`config.mk`:
```
export PLATFORM = sky130hd
export DESIGN_NAME = exec_stage
export DESIGN_NICKNAME = d
export VERILOG_FILES = /design/src/rtl/exec_stage.sv
export SDC_FILE = /design/constraint.sdc
export NUM_CORES = 1
export LEC_CHECK = 0
export CAP_MARGIN = 20
export CORE_MARGIN = 2
export CORE_UTILIZATION = 35
export CTS_BUF_LIST = sky130_fd_sc_hd__clkbuf_4
export DETAILED_ROUTE_END_ITERATION = 16
export DONT_BUFFER_PORTS = 1
export GPL_ROUTABILITY_DRIVEN = 0
export HOLD_SLACK_MARGIN = 0.08
export PLACE_DENSITY = 0.5
export SLEW_MARGIN = 10
export SYNTH_ARGS = -nofsm -noshare
export SYNTH_HDL_FRONTEND = slang
export SYNTH_SLANG_ARGS = --single-unit
```
`constraint.sdc`:
```
create_clock -name Clk -period 3.6 [get_ports Clk]
set_input_delay 0.72 -clock Clk [delete_from_list [all_inputs] [get_ports Clk]]
set_output_delay 0.72 -clock Clk [all_outputs]
set_load 0.05 [all_outputs]
```
`src/rtl/exec_stage.sv`:
```
// exec_stage: pipeline execute stage with operand forwarding, load-use stall and an iterative multiplier
//
// Ports:
//   Clk, Rst          clock, asynchronous active-high reset
//   Opcode..Out_flag  decoded fields and register operands from stage 1
//   Wb_bus            {data, addr, we} write-back from stage 3
//   Stall             hold stage-1 inputs and the PC this cycle
//   Buf2_*            registered fields for stage 3
//   Flag_z, Flag_c    zero and carry/overflow flags
module exec_stage #(
    parameter int DW  = 8,
    parameter int AW  = 3,
    parameter int OPW = 4
) (
    input  logic              Clk,
    input  logic              Rst,
    input  logic [OPW-1:0]    Opcode,
    input  logic [DW-1:0]     Op_a,
    input  logic [DW-1:0]     Op_b,
    input  logic [AW-1:0]     Src_a,
    input  logic [AW-1:0]     Src_b,
    input  logic              Use_a,
    input  logic              Use_b,
    input  logic [AW-1:0]     Rf_addr,
    input  logic              Rf_we,
    input  logic              Dmem_we,
    input  logic              Out_flag,
    input  logic [DW+AW:0]    Wb_bus,
    output logic              Stall,
    output logic [OPW-1:0]    Buf2_opcode,
    output logic [DW-1:0]     Buf2_input1,
    output logic [DW-1:0]     Buf2_input2,
    output logic [AW-1:0]     Buf2_rf_addr,
    output logic              Buf2_rf_we,
    output logic              Buf2_dmem_we,
    output logic              Buf2_output,
    output logic              Flag_z,
    output logic              Flag_c
);
    localparam logic [OPW-1:0] OP_NOP   = OPW'(0);
    localparam logic [OPW-1:0] OP_ADD   = OPW'(1);
    localparam logic [OPW-1:0] OP_SUB   = OPW'(2);
    localparam logic [OPW-1:0] OP_AND   = OPW'(3);
    localparam logic [OPW-1:0] OP_OR    = OPW'(4);
    localparam logic [OPW-1:0] OP_XOR   = OPW'(5);
    localparam logic [OPW-1:0] OP_SHL   = OPW'(6);
    localparam logic [OPW-1:0] OP_SHR   = OPW'(7);
    localparam logic [OPW-1:0] OP_MUL   = OPW'(8);
    localparam logic [OPW-1:0] OP_MOV   = OPW'(9);
    localparam logic [OPW-1:0] OP_LOAD  = OPW'(10);
    localparam logic [OPW-1:0] OP_STORE = OPW'(11);
    localparam logic [OPW-1:0] OP_INOUT = OPW'(12);

    localparam logic [1:0] IDLE = 2'd0;
    localparam logic [1:0] BUSY = 2'd1;
    localparam logic [1:0] DONE = 2'd2;

    localparam int CW = $clog2(DW);

    logic [1:0]      state;
    logic [CW-1:0]   cnt;
    logic [DW-1:0]   mul_a, mul_b;
    logic [2*DW-1:0] acc;
    logic [AW-1:0]   mul_rf_addr;
    logic            mul_rf_we;

    logic [DW-1:0] wb_data;
    logic [AW-1:0] wb_addr;
    logic          wb_we;
    assign {wb_data, wb_addr, wb_we} = Wb_bus;

    // LOAD and input-direction INOUT only produce their value in stage 3,
    // so Buf2 cannot forward them and a dependent instruction must stall.
    logic b2_late, b2_fwd, hazard;
    assign b2_late = (Buf2_opcode == OP_LOAD) | ((Buf2_opcode == OP_INOUT) & ~Buf2_output);
    assign b2_fwd  = Buf2_rf_we & ~b2_late;
    assign hazard  = Buf2_rf_we & b2_late &
                     ((Use_a & (Src_a == Buf2_rf_addr)) | (Use_b & (Src_b == Buf2_rf_addr)));

    // Buf2 is checked before Wb_bus because it holds the newer value.
    logic [DW-1:0] a, b;
    assign a = (Use_a & b2_fwd & (Src_a == Buf2_rf_addr)) ? Buf2_input1 :
               (Use_a & wb_we & (wb_addr == Src_a))       ? wb_data     : Op_a;
    assign b = (Use_b & b2_fwd & (Src_b == Buf2_rf_addr)) ? Buf2_input1 :
               (Use_b & wb_we & (wb_addr == Src_b))       ? wb_data     : Op_b;

    logic idle, done, mul_go, bubble;
    assign idle   = state == IDLE;
    assign done   = state == DONE;
    assign mul_go = idle & ~hazard & (Opcode == OP_MUL);
    assign Stall  = ~Rst & ((state == BUSY) | (idle & (hazard | (Opcode == OP_MUL))));
    assign bubble = Stall | (Opcode == OP_NOP);

    logic [DW:0]   sum;
    logic [DW-1:0] res;
    logic          n_c, upd_z;
    assign sum   = (Opcode == OP_SUB) ? {1'b0, a} - {1'b0, b} : {1'b0, a} + {1'b0, b};
    assign res   = ((Opcode == OP_ADD) | (Opcode == OP_SUB)) ? sum[DW-1:0] :
                   (Opcode == OP_AND) ? a & b :
                   (Opcode == OP_OR)  ? a | b :
                   (Opcode == OP_XOR) ? a ^ b :
                   (Opcode == OP_SHL) ? a << 1 :
                   (Opcode == OP_SHR) ? a >> 1 : a;
    assign n_c   = ((Opcode == OP_ADD) | (Opcode == OP_SUB)) ? sum[DW] :
                   (Opcode == OP_SHL) ? a[DW-1] :
                   (Opcode == OP_SHR) ? a[0]    : Flag_c;
    assign upd_z = (Opcode >= OP_ADD) & (Opcode <= OP_SHR);

    always_ff @(posedge Clk or posedge Rst) begin
        if (Rst) begin
            state        <= IDLE;
            cnt          <= '0;
            mul_a        <= '0;
            mul_b        <= '0;
            acc          <= '0;
            mul_rf_addr  <= '0;
            mul_rf_we    <= 1'b0;
            Buf2_opcode  <= OP_NOP;
            Buf2_input1  <= '0;
            Buf2_input2  <= '0;
            Buf2_rf_addr <= '0;
            Buf2_rf_we   <= 1'b0;
            Buf2_dmem_we <= 1'b0;
            Buf2_output  <= 1'b0;
            Flag_z       <= 1'b0;
            Flag_c       <= 1'b0;
        end else begin
            state <= mul_go ? BUSY :
                     ((state == BUSY) & (cnt == CW'(DW-1))) ? DONE :
                     done ? IDLE : state;
            if (mul_go) begin
                mul_a       <= a;
                mul_b       <= b;
                acc         <= '0;
                cnt         <= '0;
                mul_rf_addr <= Rf_addr;
                mul_rf_we   <= Rf_we;
            end
            if (state == BUSY) begin
                acc <= acc + (mul_b[cnt] ? {{DW{1'b0}}, mul_a} << cnt : '0);
                cnt <= cnt + 1'b1;
            end
            Buf2_opcode  <= done ? OP_MUL : bubble ? OP_NOP : Opcode;
            Buf2_input1  <= done ? acc[DW-1:0] : bubble ? '0 : res;
            Buf2_input2  <= done ? mul_b : bubble ? '0 : b;
            Buf2_rf_addr <= done ? mul_rf_addr : bubble ? '0 : Rf_addr;
            Buf2_rf_we   <= done ? mul_rf_we : ~bubble & Rf_we;
            Buf2_dmem_we <= ~done & ~bubble & Dmem_we;
            Buf2_output  <= ~done & ~bubble & Out_flag;
            Flag_z       <= done ? (acc[DW-1:0] == '0) : (~bubble & upd_z) ? (res == '0) : Flag_z;
            Flag_c       <= done ? |acc[2*DW-1:DW] : ~bubble ? n_c : Flag_c;
        end
    end
endmodule

```
==> results of run 1 <==
-- report_power, final --
group	internal, mW	switching (mW)	total, mW
Clock	0.293	0.338	0.631
Combinational	1.05	1.51	2.56
Sequential	1.07	0.452	1.52
-- registers in the layout, indices dropped and copies added, names as in the netlist --
signal	cells
Flag_z	1
Buf2_opcode	4
mul_rf_addr	3
acc	16
Buf2_rf_we	1
Buf2_output	1
Buf2_input1	8
mul_a	8
cnt	3
mul_rf_we	1
Buf2_rf_addr	3
Buf2_input2	8
Flag_c	1
state	2
Buf2_dmem_we	1
mul_b	8
-- routing by layer --
metal / up-vias / global-route usage, % / part of all wire, %
li1: 2763 / - / -
met1: 2716 / 28.29 / 44
met2: 180 / 38.03 / 48
met3: 35 / 3.957 / 5.4
met4: 0 / 7.151 / 2.6
met5: - / 0 / 0
-- stage by stage --
step | area [um2] | setup TNS (ns) | std cells
final | 7273 | -0.5546 | 1030
after global routing | 7273 | -1.700 | 1030
after CTS | 7236 | -0.3240 | 1029
after global placement | 6939 | -2.601 | 1007
after floorplan | 5982 | -0.4974 | 709
after detailed placement | 6939 | -2.946 | 1007
-- worst max-delay path: cells and delay by family, from the launching register on --
family                   cells  cell delay (ns)
AO/OA/AOI/OAI                7             1.42
XOR/XNOR                     2             0.27
adder cells (fa/ha/maj)      1             0.35
buffers and inverters        2             0.29
flip-flops                   1             0.43
AND/OR/NAND/NOR              4             0.98
-- logic make-up after synthesis --
kind of cell,Yosys count
AND/OR/NAND/NOR,262
AO/OA/AOI/OAI,185
flip-flops,69
buffers and inverters,68
multiplexers,47
adder cells (fa/ha/maj),44
XOR/XNOR,34
-- cell type report --
type                    count  area (um2)
fillers                  1633        9193
multi-input cells         572        4069
flip-flops and latches     69        1732
repair buffers            119       897.1
well taps                 220       275.3
inverters                  33       123.9
clock inverters             7       106.4
clock buffers               9       67.56
diodes                      1       2.502
-- Yosys cell counts (11+ instances only) --
library cell | n | area share (%)
a211oi_1 | 11 | 1.4
nand2_1 | 103 | 6.6
inv_1 | 33 | 2.1
mux2i_1 | 22 | 3.8
mux2_2 | 18 | 3.5
xor2_1 | 18 | 2.7
o31ai_1 | 13 | 1.7
xnor2_1 | 16 | 2.4
ha_1 | 42 | 9.0
o21ai_0 | 59 | 5.1
nor2_1 | 58 | 3.7
nand3_1 | 28 | 2.4
dfrtp_1 | 69 | 30
a21oi_1 | 33 | 2.8
nor3_1 | 18 | 1.5
clkbuf_1 | 30 | 1.9
-- cell usage in the layout (no fill, tap or decap), types with 7 or more instances in the layout --
cell type	netlist	routed
buf_4	0	118
clkbuf_4	0	9
o21ai_1	3	9
a31oi_1	8	7
o22ai_1	8	7
nand3_1	28	28
nor2_1	58	57
dfrtp_1	69	65
inv_1	33	30
o21ai_0	59	52
a211oi_1	11	8
xnor2_1	16	13
mux2i_1	22	18
xor2_1	18	18
nor3_1	18	18
a21oi_1	33	30
nand2b_1	7	7
o31ai_1	13	13
mux2_2	18	16
nand2_1	103	102
ha_1	42	40
-- how the worst max path moves through the flow --
stage,start,to,slack (ns),depth (start not counted)
after floorplan,Buf2_opcode[3],Flag_z,-0.23,14
after global placement,Src_b[0],Flag_z,-0.55,16
after detailed placement,Src_b[2],Flag_z,-0.61,16
after CTS,Buf2_opcode[1],Flag_z,-0.14,16
after global routing,Buf2_opcode[1],Flag_z,-0.40,16
final,Buf2_opcode[1],Flag_z,-0.22,16
-- timing repair --
item | CTS | global route
buffers inserted | 6 | 0
resized for setup | 18 | 7
endpoints found under the setup margin | 5 | 11
pin swaps | 17 | 1
hold endpoints to repair | 0 | 0
==> out/qor.yml, run 1 <==
outcome:
  status: "complete, but fails checks"
  violations: "negative setup slack"
logic_synthesis:
  synth_warnings: 0
  synth_edf_count: 0
  synth-compound-area-share_pct: 20.31
  yosys_most_used_dff: "dfrtp_1"
  synth_seq_area_share_pct: 29.59
  synth_fp_nets: 801
  synth_cell_types: 69
  async_flop_share_pct: 100.0
  synth_area_mm2: 0.005834
  synth_top_family_by_area: "simple AND/OR/NAND/NOR gates"
  synth-adder-area-share_pct: 9.693
  synthCells: 709
  yosys.area_share.simple_pct: 20.87
  synth_mux_area_share_pct: 9.629
  synth_xor_area_share_pct: 5.104
  ys_ff_latch: 69
  synth.avg_cell_area_um2: 8.229
clocking:
  cts-buffers-inserted: 9
  insertion_delay_ns: 0.47
  cts.sinks: 69
  htreeDepth: 3
  clockBufferDepth: 2
  postCtsHoldBufs: 0
  cts.clk_slew.worst_paths_ns: 0.14
  cts_tree: "yes"
  cts-root-buf: "clkbuf_4"
sta:
  finalMaxSlewViolations: 0
  finalClockSkew_ns: 0.03179
  hold_violations: 0
  fmax_mhz: 262.0
  layout_setup_ws_ns: -0.2163
  rsz0062_at_grt: "yes"
  worst_slew_pin_slew_ns: 0.8482
  fin_crit_ns: 3.816
  relSlewSlack_pct: 43.45
  fin_hold_ws_ns: 0.1218
  period_share_pct: 106.0
  setup_viol: 4
drt:
  wire_per_inst_um: 18.97
  drtAntennaViolNets: 0
  drt_iter0_drc: 406
  vias: 5694
  wl_mm: 19.54
  dr.pass1.iters: 7
  via_per_inst: 5.528
  route.detailed.drc: 0
global_routing:
  grt_max_degree: 48
  antenna_found_initial: 1
  grt_usage_pct: 22.12
  grt_overflow: 0
  grt_pass1_wl_mm: 30.62
  grt_pass1_vias: 5660
placement:
  port_buffers: 0
  hpwl_mm: 15.49
  dp_worst_setup_slack_ns: -0.6148
critical_path:
  crit_top_cell: "buf_4"
  reg2reg_from: "Buf2_opcode[1]"
  r2r_slack_ns: -0.22
  start_kind: "flip-flop"
  cp_slowest_cell: "or4bb_4"
  cp-end-kind: "flip-flop"
  crit_chain: "or4bb_4, o211a_4, a221oi_4, o22ai_2, nor4_2, buf_4, nor2_1, xnor2_1, ha_1, a21oi_2, buf_4, xor2_1, o221ai_1, a31oi_1, nand4_1, o21ai_1"
  reg2reg_to: "Flag_z"
  arrival_ns: 4.21
  cp.required_ns: 4.00
  ff2ff_path_depth: 16
  critPathMaxFanout: 4
  cp_slowest_stage_delay_ns: 0.56
  critical_path_class: "flip-flop to flip-flop"
die:
  start_util_pct: 35.43
  io_pins: 77
  core_mm2: 0.01647
  die_h_um: 133.1
  core.rowCount: 47
  die_w_um: 133.1
  die_area_mm2: 0.01772
power_and_ir_drop:
  p_leak_nw: 3.293
  vdd_drop_max_v: 0.0002256
  power_mw: 4.714
  power_density_mw_per_mm2: 648.1
min_path:
  hp-class: "input port to async pin"
final_layout:
  fin_util_pct: 44.17
  nets: 896
  drive_above_1_share_pct: 25.22
  areaGrowthSynthToFinish_pct: 24.66
run:
  cap_violations: 0
No activity file was read; power rests on OpenSTA's default activity.
==> run 2, diff against run 1 <==
--- a/config.mk
+++ b/config.mk
@@ -6,6 +6,7 @@
 export NUM_CORES = 1
 export LEC_CHECK = 0
 export CAP_MARGIN = 20
+export CORE_ASPECT_RATIO = 1.5
 export CORE_MARGIN = 2
 export CORE_UTILIZATION = 35
 export CTS_BUF_LIST = sky130_fd_sc_hd__clkbuf_4
==> run 2 against run 1 <==
  * The run still ends with negative setup slack left
  * Global-route usage grew 0.83 points
  * Clock-buffer cell count is the same
  * Critical path type unchanged
  * Register-to-register slack lost 0.13 ns
  * Critical endpoint unchanged
  * Wire length grew 2.3%
  * Via count shrank 0.86%
  * Critical path depth shrank 2
  * Worst hold slack gained 0.012 ns
==> out/qor.yml, run 2 (synthesis gave the netlist of run 1 again) <==
outcome:
  status: "complete, but fails checks"
  violations: "negative setup slack"
placement:
  hpwl_mm: 16.02  # +3.4%
  dp_cells: 984  # -2.3%
  dpl_cell_area_mm2: 0.006867  # -1.0%
  port_buffers: 0  # unchanged
power_and_ir_drop:
  p_int_mw: 2.361  # -2.3%
  clkPwrFrac_pct: 11.0  # -2.4 points
  vdd_drop_max_v: 0.0002503  # +11%
  power_density_mw_per_mm2: 639.2  # -1.4%
  switching_share_pct: 49.44  # +0.72 points
  comb_power_share_pct: 56.3  # +2.0 points
  seqPwrFrac_pct: 32.7  # +0.4 points
  p_sw_mw: 2.309  # +0.52%
  p_leak_nw: 3.279  # -0.41%
run:
  cap_violations: 0  # unchanged
drt:
  dr.pass1.iters: 4  # -3
  drt_iter0_drc: 338  # -17%
  wire_per_inst_um: 19.77  # +4.2%
  via_per_inst: 5.584  # +1.0%
  wl_mm: 19.99  # +2.3%
  drtAntennaViolNets: 0  # unchanged
  route.detailed.drc: 0  # unchanged
  vias: 5645  # -0.86%
sta:
  fin_crit_ns: 3.949  # +0.1330 ns
  finalMaxSlewViolations: 0  # unchanged
  setup_viol: 8  # +4
  relSlewSlack_pct: 42.81  # -0.64 points
  worst_slew_pin_slew_ns: 0.8579  # +0.009610 ns
  fmax_mhz: 253.2  # -3.4%
  hold_violations: 0  # unchanged
  period_share_pct: 109.7  # +3.7 points
  layout_setup_ws_ns: -0.3493  # -0.1330 ns
  rsz0062_at_grt: "yes"
  finalClockSkew_ns: 0.02351  # -0.008281 ns
critical_path:
  cp_slowest_cell: "or4bb_4"
  crit_buf_inv: 1  # -1
  cp-end-kind: "flip-flop"
  start_kind: "flip-flop"
  cp.depth: 14  # -2
  crit_chain: "or4bb_4, buf_6, o211a_4, a221oi_4, or2_4, xor2_1, ha_1, a211oi_2, nor2_1, xor2_1, a22oi_1, o21ai_1, or4_1, o21ai_1"
  critPathTopFamily: "simple AND/OR/NAND/NOR gates"
  critical_path_class: "flip-flop to flip-flop"
  ff2ff_path_depth: 14  # -2
  critPathMaxFanout: 4  # unchanged
  cp_slowest_stage_delay_ns: 0.56  # about the same
  cp.required_ns: 3.96  # -0.04 ns
  arrival_ns: 4.31  # +0.10 ns
die:
  die_w_um: 109.4  # -18%
  core.rowCount: 57  # +21%
  io_pins: 77  # unchanged
  die_area_mm2: 0.01774  # +0.12%
  die_h_um: 162.1  # +22%
  core_mm2: 0.01626  # -1.2%
  start_util_pct: 35.88  # +0.45 points
clocking:
  insertion_delay_ns: 0.43  # -0.04 ns
  htreeDepth: 3  # unchanged
  clockBufferDepth: 2  # unchanged
  cts-buffers-inserted: 9  # unchanged
  cts-root-buf: "clkbuf_4"
  cts.clk_slew.worst_paths_ns: 0.12  # -0.02 ns
  cts.sinks: 69  # unchanged
  cts_tree: "yes"
final_layout:
  final_common_cell: "buf_4"
  areaGrowthSynthToFinish_pct: 25.22
  top_register: "acc"
  drive_above_1_share_pct: 26.12  # +0.90 points
  fin_cells: 1011  # -1.8%
  layout_common_cells: "108 x buf_4, 102 x nand2_1, 64 x dfrtp_1"
  nets: 891  # -0.56%
  largest_reg_flops: 16  # unchanged
  fill_cells: 1612  # -1.3%
  fin_util_pct: 44.93  # +0.76 points
  stdcell_area_mm2: 0.007306  # +0.45%
global_routing:
  antenna_found_initial: 1  # unchanged
  grt_overflow: 0  # unchanged
  grt_max_degree: 52  # +8.3%
  grt_pass1_wl_mm: 31.08  # +1.5%
  grt_usage_pct: 22.95  # +0.83 points
  grt_pass1_vias: 5964  # +5.4%
min_path:
  hp-class: "input port to async pin"
run 2: layout make-up:
type / count / area, um2 / area share, %
Antenna cell: 1 / 2.502 / 0.03425
Sequential cell: 69 / 1733 / 23.72
Clock buffer: 9 / 67.56 / 0.9248
Clock inverter: 7 / 72.57 / 0.9933
Inverter: 33 / 123.9 / 1.695
Tap cell: 206 / 257.7 / 3.528
Multi-Input combinational cell: 572 / 4170 / 57.08
Timing Repair Buffer: 114 / 878.3 / 12.02
run 2: what timing repair did:
action	CTS	global route
cloned	0	0
resized for setup	34	16
hold buffers	0	0
setup endpoints to repair	9	12
pin swaps	23	16
setup buffers	60	3
run 2: worst reg2reg max path: cells and delay by family, from the launching register on:
kind | cells | cell delay, ns
simple gates | 4 | 1.41
compound gates | 6 | 1.31
flops | 1 | 0.42
xor+xnor | 2 | 0.32
fa+ha+maj | 1 | 0.29
buf+inv | 1 | 0.13
run 2: stage by stage:
step	setup WS [ns]	hold WS, ns	total power, mW	TNS (ns)
finish	-0.3493	0.1339	4.670	-1.643
global placement	-0.5950	0.4669	3.984	-3.283
global route	-0.5249	0.1251	5.038	-2.955
detailed placement	-0.6437	0.4801	4.033	-3.914
floorplan	-0.2262	0.4444	3.218	-0.4974
CTS	-0.3099	0.1203	4.628	-1.221
run 2: worst paths after layout:
| path | startpoint | endpoint | slack, ns |
|---|---|---|---|
| min | Rst | Buf2_rf_addr[2] | 0.13 |
| min reg2reg | acc[15] | acc[15] | 0.49 |
| min in group Clk | Rf_addr[2] | Buf2_rf_addr[2] | 0.42 |
| max reg2reg | Buf2_opcode[1] | Flag_z | -0.35 |
| max in group asynchronous | Rst | cnt[0] | 2.41 |
| max | Buf2_opcode[1] | Flag_z | -0.35 |
run 2: power by group through the flow:
stage / Clock (mW) / Sequential (mW) / Combinational, mW
CTS: 0.532 / 1.53 / 2.57
floorplan: 0 / 1.62 / 1.60
finish: 0.514 / 1.53 / 2.63
global route: 0.571 / 1.57 / 2.90
global placement: 0 / 1.53 / 2.45
detailed placement: 0 / 1.54 / 2.49
run 2: per-layer routing:
metal | vias up | track usage, % | wire (um)
li1 | 2755 | - | -
met1 | 2668 | 24.03 | 7482
met2 | 157 | 41.39 | 10390
met3 | 65 | 3.210 | 743
met4 | 0 | 15.42 | 1370
met5 | - | 0 | 0
==> run 3, diff against run 2 <==
--- a/config.mk
+++ b/config.mk
@@ -7,7 +7,6 @@
 export LEC_CHECK = 0
 export CAP_MARGIN = 20
 export CORE_ASPECT_RATIO = 1.5
-export CORE_MARGIN = 2
 export CORE_UTILIZATION = 35
 export CTS_BUF_LIST = sky130_fd_sc_hd__clkbuf_4
 export DETAILED_ROUTE_END_ITERATION = 16
==> run 3 against run 2 <==
  * The flow still finishes with violations (negative setup slack)
  * Maximum frequency increased by 0.53%
  * Clock-buffer cell count unchanged
  * Via count increased by 2.1%
  * Register-to-register slack improved by 0.02 ns
  * Clock power increased by 15%
  * Non-clock buffer count unchanged
  * Die area decreased by 3.0%
  * Worst setup slack improved by 0.021 ns
  * First-iteration DRC count increased by 15%
==> out/qor.yml, run 3 (synthesis gave the netlist of run 1 again) <==
outcome:
  status: "complete, but fails checks"
  violations: "negative setup slack"
sta:
  rsz0062_at_grt: "yes"
  finalClockSkew_ns: 0.02105  # -0.002462 ns
  worst_slew_pin_slew_ns: 0.8829  # +0.02506 ns
  finalMaxSlewViolations: 0  # unchanged
  setup_viol: 7  # -1
  fin_crit_ns: 3.928  # -0.02083 ns
  layout_setup_ws_ns: -0.3285  # +0.02083 ns
  fmax_mhz: 254.6  # +0.53%
  hold_violations: 0  # unchanged
  period_share_pct: 109.1  # -0.58 points
  relSlewSlack_pct: 41.05  # -1.8 points
clocking:
  htreeDepth: 3  # unchanged
  insertion_delay_ns: 0.43  # about the same
  cts.clk_slew.worst_paths_ns: 0.13  # about the same
  clockBufferDepth: 2  # unchanged
  cts-buffers-inserted: 9  # unchanged
  cts_tree: "yes"
  cts-root-buf: "clkbuf_4"
  cts.sinks: 69  # unchanged
final_layout:
  top_register: "acc"
  largest_reg_flops: 16  # unchanged
  areaGrowthSynthToFinish_pct: 25.80
  stdcell_area_mm2: 0.007340  # +0.46%
  fin_cells: 1011  # unchanged
  final_common_cell: "buf_4"
  nets: 891  # unchanged
  drive_above_1_share_pct: 26.87  # +0.75 points
  fin_util_pct: 45.14  # +0.21 points
  layout_common_cells: "109 x buf_4, 101 x nand2_1, 65 x dfrtp_1"
critical_path:
  reg2reg_from: "Buf2_opcode[1]"
  ff2ff_path_depth: 17  # +3
  reg2reg_to: "Flag_z"
  r2r_slack_ns: -0.33  # +0.02 ns
  cp.required_ns: 3.95  # about the same
  critPathMaxFanout: 4  # unchanged
  critical_path_class: "flip-flop to flip-flop"
  cp-end-kind: "flip-flop"
  arrival_ns: 4.28  # -0.03 ns
  start_kind: "flip-flop"
die:
  io_pins: 77  # unchanged
  start_util_pct: 35.88  # unchanged
  core.rowCount: 57  # unchanged
  die_area_mm2: 0.01720  # -3.0%
  die_w_um: 107.4  # -1.8%
  core_mm2: 0.01626  # unchanged
  die_h_um: 160.1  # -1.2%
drt:
  via_per_inst: 5.700  # +2.1%
  drtAntennaViolNets: 0  # unchanged
  route.detailed.drc: 0  # unchanged
  drt_iter0_drc: 388  # +15%
  dr.pass1.iters: 5  # +1
  vias: 5763  # +2.1%
  wire_per_inst_um: 19.82  # +0.24%
  wl_mm: 20.04  # +0.24%
placement:
  port_buffers: 0  # unchanged
  hpwl_mm: 15.71  # -2.0%
  dp_cells: 981  # -0.30%
  dpl_cell_area_mm2: 0.006844  # -0.33%
power_and_ir_drop:
  p_leak_nw: 3.276  # about the same
  power_mw: 4.776  # +2.3%
  comb_power_share_pct: 55.9  # -0.4 points
  clkPwrFrac_pct: 12.4  # +1.4 points
  p_int_mw: 2.437  # +3.2%
  seqPwrFrac_pct: 31.8  # -0.9 points
  power_density_mw_per_mm2: 650.8  # +1.8%
  p_sw_mw: 2.339  # +1.3%
  switching_share_pct: 48.97  # -0.47 points
  vdd_drop_max_v: 0.0002919  # +17%
global_routing:
  grt_overflow: 0  # unchanged
  grt_max_degree: 44  # -15%
  grt_pass1_vias: 5760  # -3.4%
  grt_usage_pct: 23.35  # +0.40 points
  antenna_found_initial: 1  # unchanged
  grt_pass1_wl_mm: 30.72  # -1.2%
min_path:
  hp-class: "input port to async pin"
run:
  cap_violations: 0  # unchanged
## run 3: changes by cell type in the layout (fill, tap and decap cells not counted), sizes merged
cell    delta
bufinv     +1
clkinv     -1
## run 3: metrics by stage
stage          setup TNS (ns)  hold slack, ns  setup slack, ns
2_1_floorplan         -0.4974          0.4444          -0.2262
3_3_place_gp           -3.105          0.4642          -0.5920
3_5_place_dp           -3.511          0.4752          -0.6435
4_1_cts               -0.8116          0.3524          -0.3079
5_1_grt                -1.930          0.3930          -0.4423
6_report               -1.064          0.3456          -0.3285
## run 3: repair_timing
| item | in CTS | in global routing |
|---|---|---|
| gates resized for setup | 30 | 27 |
| hold buffers | 0 | 0 |
| pin swaps | 18 | 11 |
| setup buffers | 61 | 7 |
| setup endpoints to repair | 9 | 11 |
## run 3: how the worst max path moves through the flow
stage,slack [ns],end,from
CTS,-0.31,Flag_z,Buf2_opcode[1]
finish,-0.33,Flag_z,Buf2_opcode[1]
floorplan,-0.23,Flag_z,Buf2_opcode[3]
global placement,-0.59,Flag_z,Src_b[1]
global route,-0.44,Flag_z,Buf2_opcode[1]
detailed placement,-0.64,Flag_z,Wb_bus[3]
## run 3: cell type report
cell class,instances,area [um2]
antenna,1,2.502
multi-input combinational,572,4175
tap,206,257.7
fill,1604,8921
timing repair buffer,114,883.3
clock inverter,7,97.59
inverter,33,123.9
clock buffer,9,67.56
sequential,69,1732
## run 3: per-layer routing
layer  vias up  global-route usage, %  routed length [um]
met4         0                  13.26                1246
met2       161                  43.26               10450
met5         -                      0                   0
li1       2755                      -                   -
met1      2792                  24.72                7586
met3        55                  3.265                 748
## run 3: power groups by stage
stage | sequential (mW) | clock (mW) | combinational [mW]
global route | 1.56 | 0.643 | 2.92
floorplan | 1.62 | 0 | 1.60
CTS | 1.52 | 0.607 | 2.58
detailed placement | 1.53 | 0 | 2.50
global placement | 1.53 | 0 | 2.46
finish | 1.52 | 0.590 | 2.67
## run 3: critical path, stage by stage, from the launching register on
cell and delay (ns):
dfrtp_2 0.42, or4bb_4 0.56, o211ai_4 0.21, nor2_4 0.10, mux2i_4 0.24, inv_2 0.09
buf_4 0.13, ha_4 0.15, inv_1 0.05, fa_2 0.35, a211oi_2 0.26, buf_4 0.15
nor2_2 0.03, xor2_1 0.13, a22oi_1 0.17, o21ai_1 0.13, or4_1 0.54, o21ai_1 0.14
